**config.mk**
```make
export PLATFORM = sky130hd
export DESIGN_NAME = if_fetch_flat
export DESIGN_NICKNAME = d
export VERILOG_FILES = /design/src/rtl/if_fetch_if.sv /design/src/rtl/if_fetch.sv /design/src/flat_wrapper.sv
export SDC_FILE = /design/constraint.sdc
export NUM_CORES = 1
export LEC_CHECK = 0
export ABC_AREA = 0
export BUFFER_PORTS_ARGS = -buffer_cell sky130_fd_sc_hd__buf_4
export CAP_MARGIN = 25
export CORE_MARGIN = 2
export CORE_UTILIZATION = 55
export CTS_CLUSTER_DIAMETER = 50
export DETAILED_ROUTE_END_ITERATION = 8
export PLACE_DENSITY = 0.83
export SYNTH_ARGS = -nofsm -noshare
export SYNTH_HDL_FRONTEND = slang
export SYNTH_SLANG_ARGS = --single-unit
```
**constraint.sdc**
```tcl
create_clock -name clk -period 6.21 [get_ports clk]
set_input_delay 0.3105 -clock clk [delete_from_list [all_inputs] [get_ports clk]]
set_output_delay 0.3105 -clock clk [all_outputs]
set_load 0.01 [all_outputs]
```
**src/rtl/if_fetch_if.sv**
```systemverilog
// Instruction-memory bus between the fetch stage (master) and instruction memory (slave).
interface if_fetch_if;
  logic        imem_req_o;
  logic [31:0] imem_addr_o;
  logic        imem_gnt_i;
  logic        imem_rvalid_i;
  logic [31:0] imem_rdata_i;

  modport master (
    output imem_req_o, imem_addr_o,
    input  imem_gnt_i, imem_rvalid_i, imem_rdata_i
  );

  modport slave (
    input  imem_req_o, imem_addr_o,
    output imem_gnt_i, imem_rvalid_i, imem_rdata_i
  );
endinterface

```
**src/rtl/if_fetch.sv**
```systemverilog
// Instruction fetch stage: in-order imem requests, 2-entry response FIFO and a
// registered decode interface with stall/flush handling.
module if_fetch #(
  parameter logic [31:0] RESET_PC = 32'h0000_0000
) (
  input  logic        clk,
  input  logic        rst_n,
  if_fetch_if.master  imem,
  input  logic        stall_i,
  input  logic        flush_i,
  input  logic [31:0] new_pc_i,
  output logic [31:0] pc_o,
  output logic [31:0] inst_o,
  output logic        valid_o
);

  typedef struct packed {
    logic [31:0] pc;
    logic [31:0] inst;
  } fetch_entry_t;

  logic [31:0]  fetch_pc;
  logic [31:0]  rsp_pc;
  logic [1:0]   outstanding;
  logic [1:0]   drop_cnt;
  logic [1:0]   fifo_count;
  logic         rd_ptr;
  logic         wr_ptr;
  fetch_entry_t fifo_mem [2];

  logic         pop;
  logic         push;
  logic         accept;
  logic         drop_rsp;
  logic [2:0]   in_flight;

  // in_flight counts slots still claimed after this cycle's pop; a new request
  // only goes out if its response is guaranteed a FIFO slot.
  assign pop       = !flush_i && !stall_i && (fifo_count != 2'd0);
  assign in_flight = {1'b0, outstanding} + {1'b0, fifo_count} - {2'b00, pop};
  assign imem.imem_req_o  = rst_n && !flush_i && (in_flight < 3'd2);
  assign imem.imem_addr_o = fetch_pc;
  assign accept    = imem.imem_req_o && imem.imem_gnt_i;
  assign drop_rsp  = imem.imem_rvalid_i && (drop_cnt != 2'd0);
  assign push      = imem.imem_rvalid_i && (drop_cnt == 2'd0) && !flush_i;

  // NOTE: state registers use non-blocking assignments so every flop samples pre-edge values.
  always_ff @(posedge clk or negedge rst_n) begin
    if (!rst_n) begin
      fetch_pc    <= RESET_PC;
      rsp_pc      <= RESET_PC;
      outstanding <= 2'd0;
      drop_cnt    <= 2'd0;
      fifo_count  <= 2'd0;
      rd_ptr      <= 1'b0;
      wr_ptr      <= 1'b0;
    end else begin
      outstanding <= outstanding + {1'b0, accept} - {1'b0, imem.imem_rvalid_i};
      if (flush_i) begin
        // Everything still in flight belongs to the abandoned path.
        fetch_pc   <= new_pc_i;
        rsp_pc     <= new_pc_i;
        drop_cnt   <= outstanding - {1'b0, imem.imem_rvalid_i};
        fifo_count <= 2'd0;
        rd_ptr     <= 1'b0;
        wr_ptr     <= 1'b0;
      end else begin
        if (accept)   fetch_pc <= fetch_pc + 32'd4;
        if (drop_rsp) drop_cnt <= drop_cnt - 2'd1;
        if (push) begin
          rsp_pc <= rsp_pc + 32'd4;
          wr_ptr <= ~wr_ptr;
        end
        if (pop) rd_ptr <= ~rd_ptr;
        fifo_count <= fifo_count + {1'b0, push} - {1'b0, pop};
      end
    end
  end

  // NOTE: FIFO storage has no reset; fifo_count guarantees an entry is written before it is read.
  always_ff @(posedge clk) begin
    if (push) fifo_mem[wr_ptr] <= '{pc: rsp_pc, inst: imem.imem_rdata_i};
  end

  always_ff @(posedge clk or negedge rst_n) begin
    if (!rst_n) begin
      pc_o    <= 32'h0;
      inst_o  <= 32'h0;
      valid_o <= 1'b0;
    end else if (flush_i) begin
      pc_o    <= 32'h0;
      inst_o  <= 32'h0;
      valid_o <= 1'b0;
    end else if (!stall_i) begin
      if (pop) begin
        pc_o    <= fifo_mem[rd_ptr].pc;
        inst_o  <= fifo_mem[rd_ptr].inst;
        valid_o <= 1'b1;
      end else begin
        pc_o    <= 32'h0;
        inst_o  <= 32'h0;
        valid_o <= 1'b0;
      end
    end
  end

  fifo_no_overflow: assert property (
    @(posedge clk) disable iff (!rst_n) !(push && !pop && (fifo_count == 2'd2))
  );

endmodule
```
**src/flat_wrapper.sv**
```systemverilog
// flat-port wrapper written by rule: the top's interface ports become plain ports
module if_fetch_flat 
#(
  parameter logic [31:0] RESET_PC = 32'h0000_0000
)
  (clk, rst_n, stall_i, flush_i, new_pc_i, pc_o, inst_o, valid_o, imem_imem_req_o, imem_imem_addr_o, imem_imem_gnt_i, imem_imem_rvalid_i, imem_imem_rdata_i);
  if_fetch_if imem_i ();
  input  logic clk;
  input  logic rst_n;
  input  logic stall_i;
  input  logic flush_i;
  input  logic [31:0] new_pc_i;
  output logic [31:0] pc_o;
  output logic [31:0] inst_o;
  output logic valid_o;
  output wire logic [$bits(imem_i.imem_req_o)-1:0] imem_imem_req_o;
  output wire logic [$bits(imem_i.imem_addr_o)-1:0] imem_imem_addr_o;
  input wire logic [$bits(imem_i.imem_gnt_i)-1:0] imem_imem_gnt_i;
  input wire logic [$bits(imem_i.imem_rvalid_i)-1:0] imem_imem_rvalid_i;
  input wire logic [$bits(imem_i.imem_rdata_i)-1:0] imem_imem_rdata_i;
  assign imem_imem_req_o = imem_i.imem_req_o;
  assign imem_imem_addr_o = imem_i.imem_addr_o;
  assign imem_i.imem_gnt_i = imem_imem_gnt_i;
  assign imem_i.imem_rvalid_i = imem_imem_rvalid_i;
  assign imem_i.imem_rdata_i = imem_imem_rdata_i;
  if_fetch #(.RESET_PC(RESET_PC)) u_core (.clk(clk), .rst_n(rst_n), .imem(imem_i), .stall_i(stall_i), .flush_i(flush_i), .new_pc_i(new_pc_i), .pc_o(pc_o), .inst_o(inst_o), .valid_o(valid_o));
endmodule
```
==> summary by stage, run 1 <==
Detailed routing
The routed wire length is 23980 um. The number of DRC markers in iteration 0 is 391. The number of remaining DRC errors is 0. The count of vias placed by the detailed router is 7195. The count of nets left with antenna violations once routing finished came out at 0.

After detailed routing, the number of vias per cell comes to 5.497. The length of the first detailed-routing pass in iterations is 5. After detailed routing, the average wire length per cell comes to 18.32 um.

Clock network
The number of post-CTS setup repair buffers is 0. The TritonCTS clock tree is built. The worst-skew pair later-pin latency is 520 ps. The master cell of the clock root buffer is clkbuf_16. The clock input transition at the sequential cells of the worst setup and hold paths is 60 ps. TritonCTS created 28 clock buffers.

CTS built an H-tree with a depth of 1. The number of sinks driven by the clock tree is 265. The maximum clock insertion buffer count is 3. After clock tree synthesis, the repair step resized 0 gates.

Worst setup path
The stage delay of the slowest cell on the critical path is 730 ps. The worst setup path category is register to register. The slowest cell on the critical path is nor2_1.

Across all register-to-register paths, the minimum setup slack is 2690 ps. STA puts the critical path data required time at 6650 ps. The biggest fanout along the worst timing path is 11. Measured in cells, the most critical reg-to-reg path has a length of 11. The number of buffers and inverters on the critical path is 1. The reg-to-reg critical path startpoint is u_core.fifo_count[1]. STA puts the critical path data arrival time at 3960 ps.

The type of origin of the critical path is a register. The signal on the critical path passes through o21bai_1 -> nand2b_2 -> inv_1 -> ha_1 -> nand2b_1 -> fa_1 -> nand3_1 -> nor2_1 -> nand4_4 -> or3_1 -> a31oi_1. The element type at the critical path end is a register. The family with the most delay on the worst path is simple AND/OR/NAND/NOR gates.

The reg-to-reg critical path endpoint is u_core.imem.imem_addr_o[28].

Synth
The count of synthesis-stage warnings from yosys is 0. The synthesized area per cell is 13.34 sq um. The post-synthesis cell type count is 48. Among all flip-flop cells after synthesis, the most frequent one is dfrtp_1. The fraction of synthesis flops using an asynchronous set or reset pin is 0.5170. The count of mapped cells out of synthesis is 815. The share of the yosys chip area belonging to registers is 0.6687. The post-synth net total is 895. The number of enable flip-flop cells after synthesis is 128.

The area of the mapped netlist is 0.01087 sq mm. After synthesis the netlist holds a flip-flop and latch count of 265.

Die
The width of the chip is 144.6 um. The area of the core is 0.01946 sq mm. In this run the core area contains 51 standard-cell rows. The die covers 0.02091 sq mm. The initial utilization of the core area, before any placement, comes to 0.5587. For this design the top-level I/O count stands at 168. The overall die height is 144.6 um.

Layout
For this run, the share of the core covered by cells in the final layout is 0.7063. In the final layout, the share of cells above drive strength 1 is 0.2615. The number of antenna diodes in the final layout is 0. The area added between synthesis and finish is 26.41%.

For this run, the number of standard cells in the final layout without fillers is 1309. The final layout contains 1102 nets.

Hold path
The worst hold path passes through 3 cells. The type of the worst min-delay path is input pin to register. The path with the worst hold slack has its endpoint at u_core.imem.imem_addr_o[0]. The worst hold path begins at new_pc_i[0].

Placement
The count of placed standard cells including taps is 1222. Routability-driven placement finished with a final weighted congestion of 0.8904. The count of input and output buffers is 167. The wire-length estimate of the detail-placed layout is 14970 um.

STA
Setup repair after global routing left no endpoint under its margin. The share of the cycle needed by the critical path after routing is 0.5672. The total count of hold-check failures in the final report is 0. The minimum clock period is 3522 ps. Measured against its own limit, the worst slew margin works out to 0.3746. The slew at the pin closest to its max-slew limit is 934.7 ps. The setup clock skew after layout is 12.11 ps. Static timing analysis puts the maximum clock frequency at 0.2839 GHz.

The total negative setup slack is 0 ps. The final count of pins violating max slew came to 0. The final number of setup-violating endpoints is 0.

GRT
For this run, global-route usage on met2 was measured as 0.3899. The overall track demand over capacity in global routing is 0.2310. The pin count of the biggest net entering global routing is 66.

The global routing usage on met3 is 0.03675. In this run the most used layer during global routing was met2. The met1 layer usage reported by global route is 0.3108. The via count of the first global-routing pass is 7201.

The total congestion overflow after global routing is 0. The first global-routing pass estimated 37450 um of wire. The number of antenna violations at the first check in global routing was 0.

Flow run
The count of maximum capacitance violations is 0.

Power
For this design the static power due to leakage is 5.521 nW. For this design the ratio of total power to cell area is 330.5 mW/mm^2. The peak supply drop is 220.5 uV.

Outcome
The run finished with clean final reports.
-- cell usage in the layout, fill, tap and decap left out, types with 16 or more instances in the layout --
cell	instances
buf_4	174
clkbuf_16	29
dfrtp_1	136
dlygate4sd3_1	35
edfxtp_1	128
inv_1	20
mux2_2	24
mux2i_1	66
nand2_1	101
nand3_1	24
nand4_1	16
nor2_1	27
o21ai_0	81
xnor2_1	31
xor2_1	23
-- per-layer routing --
metal	wire length, um	share of wire	up-vias
met2	11880	0.50	268
met3	1643	0.069	42
met4	478	0.020	0
met5	0	0	-
met1	9981	0.42	3550
li1	-	-	3335
-- synth_stat cells (all sizes together), types with 15 or more instances --
master	count	area (sq um)
nand4	22	210.2
mux2i	66	660.6
xnor2	31	271.5
nand3	25	137.6
clkbuf	21	78.83
a21oi	15	75.07
xor2	23	201.4
inv	21	78.83
nand2	101	379.1
edfxtp	128	3844
nor2	28	112.6
mux2	24	270.3
o21ai	81	405.4
dfrtp	137	3428
-- tightest hold or removal path, cell delays in order --
cell	delay, ps
buf_4	80
nand2_1	60
o21ai_0	70
-- layout make-up --
| class | count | area, sq um |
|---|---|---|
| sequential | 265 | 7276 |
| fill | 1283 | 5717 |
| multi-input combinational | 496 | 3401 |
| timing repair buffer | 210 | 1668 |
| clock buffer | 30 | 729.5 |
| tap | 265 | 331.6 |
| clock inverter | 22 | 261.5 |
| inverter | 21 | 78.83 |
-- report_power, final --
group | switching [W] | leakage, nW | internal (W) | total, W
sequential | 0.000137 | 2.90 | 0.00201 | 0.00215
clock | 0.000686 | 0.477 | 0.00107 | 0.00175
combinational | 0.000345 | 2.14 | 0.000301 | 0.000646
total | 0.00117 | 5.52 | 0.00338 | 0.00454
-- kinds of logic (layout without fill, tap and decap cells) --
kind of cell	after synthesis	count (layout)	synth area share
fa+ha+maj	10	10	0.01220
simple gates	225	225	0.1112
xor+xnor	54	54	0.04349
compound gates	117	117	0.05880
flops	265	265	0.6687
buf+inv	54	283	0.02002
mux	90	90	0.08561
-- what timing repair did --
item | 4_1_cts | 5_1_grt
endpoints found under the setup margin | 0 | 0
hold buffers | 35 | 0
hold endpoints to repair | 92 | 0
-- worst max path at each step --
stage,startpoint,end,slack [ps],cells past startpoint
2_1_floorplan,u_core.drop_cnt[0],u_core.fifo_mem[0][0],510,4
3_3_place_gp,flush_i,u_core.imem.imem_addr_o[28],2720,12
3_5_place_dp,flush_i,u_core.imem.imem_addr_o[28],2640,12
4_1_cts,u_core.fifo_count[1],u_core.imem.imem_addr_o[28],2680,11
5_1_grt,u_core.fifo_count[1],u_core.imem.imem_addr_o[28],2410,11
6_report,u_core.fifo_count[1],u_core.imem.imem_addr_o[28],2690,11
-- state kept, by name (all words and copies together), names as in the netlist --
register and cells:
u_core.wr_ptr 1, u_core.valid_o 1, u_core.rd_ptr 1, u_core.pc_o 32, u_core.fifo_count 2, u_core.imem.imem_addr_o 32
u_core.drop_cnt 2, u_core.fifo_mem 128, u_core.inst_o 32, u_core.outstanding 2, u_core.rsp_pc 32
-- through the flow --
stage | hold WS, ps | cell area (sq um) | setup slack [ps] | power (W)
final | 28.66 | 13750 | 2688 | 0.004543
after floorplan | 14.91 | 10870 | 508.5 | 0.002540
after global routing | 14.75 | 13750 | 2414 | 0.004733
after CTS | 1.027 | 13750 | 2680 | 0.004577
after global placement | 212.8 | 12400 | 2717 | 0.002773
after detailed placement | 212.4 | 12400 | 2641 | 0.002803
Power figures use the tool's default switching activity.
==> inputs of run 2 (changes only) <==
CORE_UTILIZATION = 51   (was 55)
PLACE_DENSITY = 0.81   (was 0.83)
clock period = 3 ns   (was 6.21 ns; I/O delays follow)
==> summary by stage, run 2 (synthesis results as in run 1) <==
Placement
The final weighted congestion in routability-driven placement is 0.8628. Summed over all nets, the half-perimeter wirelength after detailed placement is 15050 um. The count of placed standard cells including taps is 1237.

Input and output buffers added on the ports amount to 167.

Clock network
After clock tree synthesis, the clock-pin slew on the worst setup and hold paths is 60 ps. The number of buffers inserted during clock tree synthesis is 31. The clock passes through at most 3 buffers. The master cell of the clock root buffer is clkbuf_16. The number of sinks driven by the clock tree is 265. The worst-skew pair later-pin latency is 540 ps. The count of H-tree levels built during CTS is 1.

TritonCTS built the clock tree.

Flow run
The count of maximum capacitance violations is 0.

Layout
The count of nets after finishing is 1143. The most frequent standard cell in the layout excluding fill and tap cells is buf_4. The layout cell share with drive strength beyond 1 is 0.2677. The number of antenna repair diodes is 0. The library cells used most frequently in the layout, excluding fill and tap cells, are 179 x buf_4, 136 x dfrtp_1, 128 x edfxtp_1. The area added between synthesis and finish is 31.33%. Once layout is complete, the cells apart from fillers number 1362.

The most flop-heavy register is u_core.fifo_mem. The number of flip-flops under the largest register name is 128.

GRT
The via count of the first global-routing pass came to 7576. Entering global routing, the biggest net connects 133 pins. For this run the aggregate overflow at the end of global routing stands at 0. The number of antenna violations at the first check in global routing came to 0. The first global-routing pass estimated 38770 um of wire. In the global route stage, overall resource usage came out at 0.2193.

Worst setup path
The worst register-to-register path ends at u_core.imem.imem_addr_o[25]. The worst setup path is launched from a register. The data arrival time of the critical path is 2690 ps. The worst register-to-register path begins at u_core.fifo_count[1].

The length in cells of the worst reg-to-reg path is 12. The biggest fanout along the worst timing path is 7. The worst setup path is of the register to output port kind.

The minimum setup slack among reg-to-reg paths is 180 ps. The required time of the critical path is 2850 ps. The element type at the critical path end is an output port.

Detailed routing
The antenna violation net count after detailed routing is 0. The final layout contains routed wiring with a total length of 24720 um. Using the TritonRoute via totals, the vias-per-cell ratio works out to 5.406. The detail-routed net length per standard cell is 18.15 um. The number of DRC markers in iteration 0 is 453. After detailed routing, the number of remaining DRC violations is 0. The length of the first detailed-routing pass in iterations is 4. The final route contains 7363 vias.

Outcome
The run finished with clean final reports.

Hold path
In this run the worst hold path is classified as input pin to register. Counting instances, the worst hold path has a depth of 4. The startpoint identified for the worst hold timing path is stall_i.

The end of the worst hold path is u_core.rd_ptr.

Power
The leakage power figure is 5.751 nW. The total power consumption of the routed design is 0.009630 W. Dividing total power by cell area gives a power density of 674.3 mW/mm^2.

The peak supply drop is 393.1 uV.

STA
The setup clock skew after layout is 14.21 ps. The slew at the pin closest to its max-slew limit is 758.4 ps. The total count of hold-check failures in the final report is 0. Setup violations remaining at the end of the flow were counted as 0.

The final count of pins violating max slew came to 0. The worst slew margin relative to its limit is 0.4944. The share of the cycle needed by the critical path after routing is 0.9472.

Counting I/O delays and the setup requirement, the final critical path takes 2842 ps. Setup repair after global routing left no endpoint under its margin. Based on the critical path, the design can be clocked at up to 0.3519 GHz.

Die
The die is 150.0 um wide. After floorplanning, the core was sized to cover 0.02096 sq mm. The die footprint is 0.02251 sq mm. The initial utilization of the core area, before any placement, comes to 0.5189. The floorplan has 53 rows.

The overall die height is 150.0 um. Pin placement for this block handled 168 I/O pins.
[run 2: cell types whose count changed in the layout (fill, tap and decap cells not counted), moves of 3 or more]
cell	change
buf_12	+4
buf_4	+5
bufinv_16	-3
clkbuf_1	+3
clkbuf_8	+3
clkinv_1	+4
clkinv_2	-3
clkinvlp_4	-5
dlygate4sd3_1	+28
[run 2: metal layers]
metal  wire length [um]  global-route usage
met2              12280              0.3680
met3               1454             0.03445
met1              10340              0.2940
met4                643             0.07217
met5                  0                   0
[run 2: repair_timing]
action                                 4_1_cts  5_1_grt
pin swaps                                    0        2
cloned                                       0        1
buffers inserted                             0        4
endpoints found under the hold margin      260        0
hold buffers                                63        0
setup endpoints to repair                    1       16
gates resized for setup                      2        4
[run 2: through the flow]
| step | util | setup TNS, ps | hold WS (ps) | area [sq um] | setup slack [ps] |
|---|---|---|---|---|---|
| after floorplan | - | -15.12 | -145.6 | 10970 | -15.12 |
| after global placement | 0.5996 | 0 | -30.24 | 12560 | 140.4 |
| after detailed placement | 0.5996 | 0 | -28.80 | 12560 | 32.64 |
| after CTS | 0.6788 | 0 | 20.00 | 14220 | 18.64 |
| after global routing | 0.6815 | 0 | 10.33 | 14280 | 27.64 |
| final | 0.6815 | 0 | 7.960 | 14280 | 158.5 |
[run 2: area by class of cell]
type,instances,area (sq um)
Inverter,21,78.83
Timing Repair Buffer,247,2066
Tap cell,275,344.1
Multi-Input combinational cell,497,3503
Sequential cell,265,7276
Clock buffer,38,832.0
Fill cell,1464,6674
Clock inverter,19,181.4
[run 2: critical path, stage by stage (launching register included)]
cell and delay [ps]:
dfrtp_1 410, o21bai_2 160, nand2b_4 150, inv_2 50
ha_4 200, nand2b_4 130, fa_2 400, xnor2_4 380
nor3_2 90, buf_4 160
[run 2: worst max path at each step]
stage	start	end	slack (ps)	cells past startpoint
after floorplan	u_core.fifo_count[0]	u_core.imem.imem_addr_o[8]	-20	13
after global placement	u_core.fifo_count[1]	u_core.imem.imem_addr_o[28]	140	11
after detailed placement	u_core.fifo_count[1]	u_core.imem.imem_addr_o[28]	30	11
after CTS	u_core.fifo_count[1]	u_core.imem.imem_addr_o[28]	20	11
after global routing	u_core.fifo_count[1]	u_core.imem.imem_addr_o[11]	30	12
final	u_core.fifo_count[1]	imem_imem_req_o	160	9
[run 2: where the power goes]
part           total (W)  switching [W]  internal [W]
clock network    0.00362        0.00146       0.00216
registers        0.00444       0.000285       0.00416
logic            0.00157       0.000822      0.000749
==> inputs of run 3 (changes only) <==
ABC_AREA = 1   (was 0)
CORE_UTILIZATION = 52   (was 51)
==> summary by stage, run 3 <==
Detailed routing
The ratio of routed vias to standard cells is 5.455. After detailed routing, the average wire length per cell comes to 16.89 um. The detailed router finished its first iteration with 781 violations. After detailed routing, the total wire length is 30020 um. The number of remaining DRC errors is 0. The count of vias placed by the detailed router is 9693. For this run, the detailed router's first-pass iteration total came to 7. The antenna violation net count after detailed routing is 0.

Clock network
The maximum clock insertion buffer count is 3. TritonCTS built the clock tree. Clock-pin slew was measured on the worst setup and hold paths at 60 ps. For the worst-skew pair, the clock arrives at the later sink with an insertion delay of 530 ps. CTS placed an instance of clkbuf_16 at the clock tree root. The number of buffers inserted during clock tree synthesis is 28. The number of sinks driven by the clock tree is 265. In this run the number of H-tree levels came out at 1.

Worst setup path
Counting both buffers and inverters, the worst setup path holds a total of 4. On the worst path, the slowest cell contributes a delay of 520 ps. The required time of the critical path is 2850 ps. The critical path is of the register to output port type.

The slowest cell on the critical path is fa_1. The critical path goes through inv_2 -> a21oi_2 -> inv_2 -> nor2_4 -> ha_4 -> or2_4 -> fa_1 -> nand2_2 -> nor2_4 -> nand2_1 -> inv_1 -> buf_6. For the worst setup path, the data arrival time is 2790 ps. The element type at the critical path end is an output port.

The biggest fanout along the worst timing path is 3. The family with the most delay on the worst path is adder cells. STA classifies the critical path startpoint as a register.

STA
The post-route worst setup slack is 56.70 ps. The worst path in the final design needs a cycle of 2943 ps, including I/O delays and setup. Clock skew on the completed layout was measured at 17.82 ps. The share of the cycle needed by the critical path after routing is 0.9811.

The worst hold margin is 37.63 ps. Setup violations remaining at the end of the flow were counted as 0. The slew at the pin closest to its max-slew limit is 802.2 ps.

The total count of hold-check failures in the final report is 0. The final count of pins violating max slew is 0. Headroom to the max-slew limit came out at 0.4652. The maximum operating frequency is 0.3398 GHz.

GRT
The number of antenna violations at the first check in global routing is 0. The via count of the first global-routing pass was 9541. The overall track demand over capacity in global routing is 0.2428. The first global-routing pass estimated 47740 um of wire. For this run the aggregate overflow at the end of global routing stands at 0. Entering global routing, the biggest net connects 138 pins.

Die
The number of rows in the core area is 55. The area of the core is 0.02278 sq mm. Pin placement for this block handled 168 I/O pins. The die covers 0.02457 sq mm.

In this run the horizontal extent of the chip is 156.8 um. The floorplan step set the die height to 156.8 um. The initial utilization of the core area, before any placement, comes to 0.5327.

Layout
The count of non-filler cells in the finished layout is 1777. The area added between synthesis and finish is 26.58%. The most flop-heavy register is u_core.fifo_mem. In the final layout, the share of cells above drive strength 1 is 0.2179. The count of nets after finishing is 1522.

The repair_antennas step left the layout with diodes totalling 0. The number of flip-flops under the largest register name is 128. The number of fillers in the final layout is 1630. Leaving out fill and tap cells, the most frequent cells in the layout are 230 x nand2_1, 218 x nor2_1, 181 x buf_4.

Leaving out fill and tap cells, the most frequent cell in the layout is nand2_1.

Placement
The final weighted congestion in routability-driven placement is 0.9180. Before CTS, the worst setup slack after placement is -68.24 ps. Port buffering added 167 buffers.

After legalization and detailed placement, the total HPWL measured 19060 um. The number of placed instances, taps included, is 1654.

Synth
The share of synthesized area in the top cell type comes to 0.3168. The netlist uses 40 different library cells. In this run the cell area of the synthesized design comes to 0.01213 sq mm.

Sorting the synthesized cells by how often they occur yields 231 x nand2_1, 220 x nor2_1, 142 x nand3_1, 137 x dfrtp_1, 128 x edfxtp_1. Yosys attributes the largest share of cell area to edfxtp_1 32%, dfrtp_1 28%, nand2_1 7.1%. The synthesized design spends more area on one cell type than any other, namely edfxtp_1. When the netlist entered floorplanning its net count stood at 1292. The synthesized area per cell is 10.01 sq um. Of the synthesized area, sequential elements account for 0.5993. The number of enable flip-flop cells after synthesis is 128. The count of synthesis-stage warnings from yosys is 0. The count of mapped cells out of synthesis is 1212. The primary flip-flop cell chosen by synthesis mapping is dfrtp_1. The compound-gate portion of the synthesized area was 0.1084. Of the total synthesized cell area, the portion taken by full adders, half adders and majority gates is 0.01093. Of the post-synthesis cell area, the part taken by muxes is 0. Counting flops and latches in the post-synthesis netlist gives 265.

The combinational family with the most area after synthesis is simple AND/OR/NAND/NOR gates. Of the total synthesized cell area, the portion taken by XOR and XNOR cells is 0.01011. Yosys instantiated no cell more often than nand2_1. Of the total synthesized cell area, the portion taken by AND, OR, NAND and NOR gates is 0.2208.

The fraction of synthesis flops using an asynchronous set or reset pin is 0.5170.

Outcome
The flow ran to the end, and the final reports show no timing, DRC or antenna violations.

Power
In this run the power density over the cells is 641.5 mW/mm^2. The peak supply drop is 382.5 uV. For this design the static power due to leakage is 6.663 nW.

Flow run
Across the run, the number of max-cap violations was 0.

Hold path
The path class of the tightest hold or removal check is input pin to register.
==> run 3: cell count changes after synthesis, sizes merged, moves of 27 or more <==
cell / before / now
nor2: 28 / 234
nand2: 101 / 235
nand3: 25 / 146
mux2i: 66 / 0
o31ai: 0 / 66
inv: 21 / 86
o21ai: 81 / 25
xnor2: 31 / 4
==> run 3: power breakdown <==
part	leakage, nW	internal (W)	switching, W	total [W]
Sequential	2.93	0.00423	0.000356	0.00459
Clock	0.441	0.00200	0.00140	0.00339
Combinational	3.29	0.000736	0.00114	0.00187
Total	6.66	0.00696	0.00289	0.00985
==> run 3: through the flow <==
stage                       util  instance area, sq um  power (W)  TNS (ps)
after global placement    0.6008                 13690   0.006268         0
after CTS                 0.6706                 15280   0.009818    -586.1
after floorplan                -                 12140   0.005654    -19220
after detailed placement  0.6008                 13690   0.006363    -539.7
final                     0.6743                 15360   0.009853         0
after global routing      0.6743                 15360    0.01031    -182.6
==> run 3: layer usage <==
layer,vias up,GRT usage,share of wire
met4,0,0.06335,0.020
li1,4572,-,-
met5,-,0,0
met2,404,0.4238,0.49
met3,57,0.03379,0.075
met1,4660,0.3201,0.41
==> run 3: logic make-up after synthesis <==
family | Yosys count
flops | 265
simple gates | 631
fa+ha+maj | 10
compound gates | 151
buf+inv | 141
xor+xnor | 14
==> run 3: worst paths after layout <==
check                                           start                           to  slack [ps]  cells after the start
max                              u_core.fifo_count[1]              imem_imem_req_o          60                     12
min                                   imem_imem_gnt_i   u_core.imem.imem_addr_o[2]          40                      3
max reg2reg                      u_core.fifo_count[1]  u_core.imem.imem_addr_o[24]         180                     14
min reg2reg                u_core.imem.imem_addr_o[1]   u_core.imem.imem_addr_o[1]         480                      2
max in group asynchronous                       rst_n   u_core.imem.imem_addr_o[7]        2050                      3
min in group asynchronous                       rst_n            u_core.inst_o[25]         350                      3
==> run 3: what timing repair did <==
item | in CTS | in global routing
setup endpoints to repair | 16 | 29
hold buffers | 67 | 0
endpoints found under the hold margin | 265 | 0
pin swaps | 0 | 9
setup buffers | 0 | 4
resized for setup | 0 | 12
==> run 3: layout make-up <==
| type | count | area, sq um | share of cell area |
|---|---|---|---|
| clock buffer | 36 | 772.0 | 0.05026 |
| clock inverter | 16 | 147.6 | 0.009612 |
| sequential | 265 | 7273 | 0.4735 |
| inverter | 87 | 332.8 | 0.02167 |
| tap | 313 | 391.6 | 0.02550 |
| timing repair buffer | 254 | 2132 | 0.1388 |
| multi-input combinational | 806 | 4310 | 0.2806 |
==> run 3: worst reg2reg max path, stage by stage, from the launching register on <==
cell and delay (ps):
dfrtp_1 370, inv_2 60, a21oi_2 140, inv_2 70
nor2_4 170, ha_4 220, or2_4 230, fa_1 520
nand2_2 80, nor2_4 140, nand3_4 160, nand2_4 140
inv_2 160, a21oi_1 190, a21oi_1 80
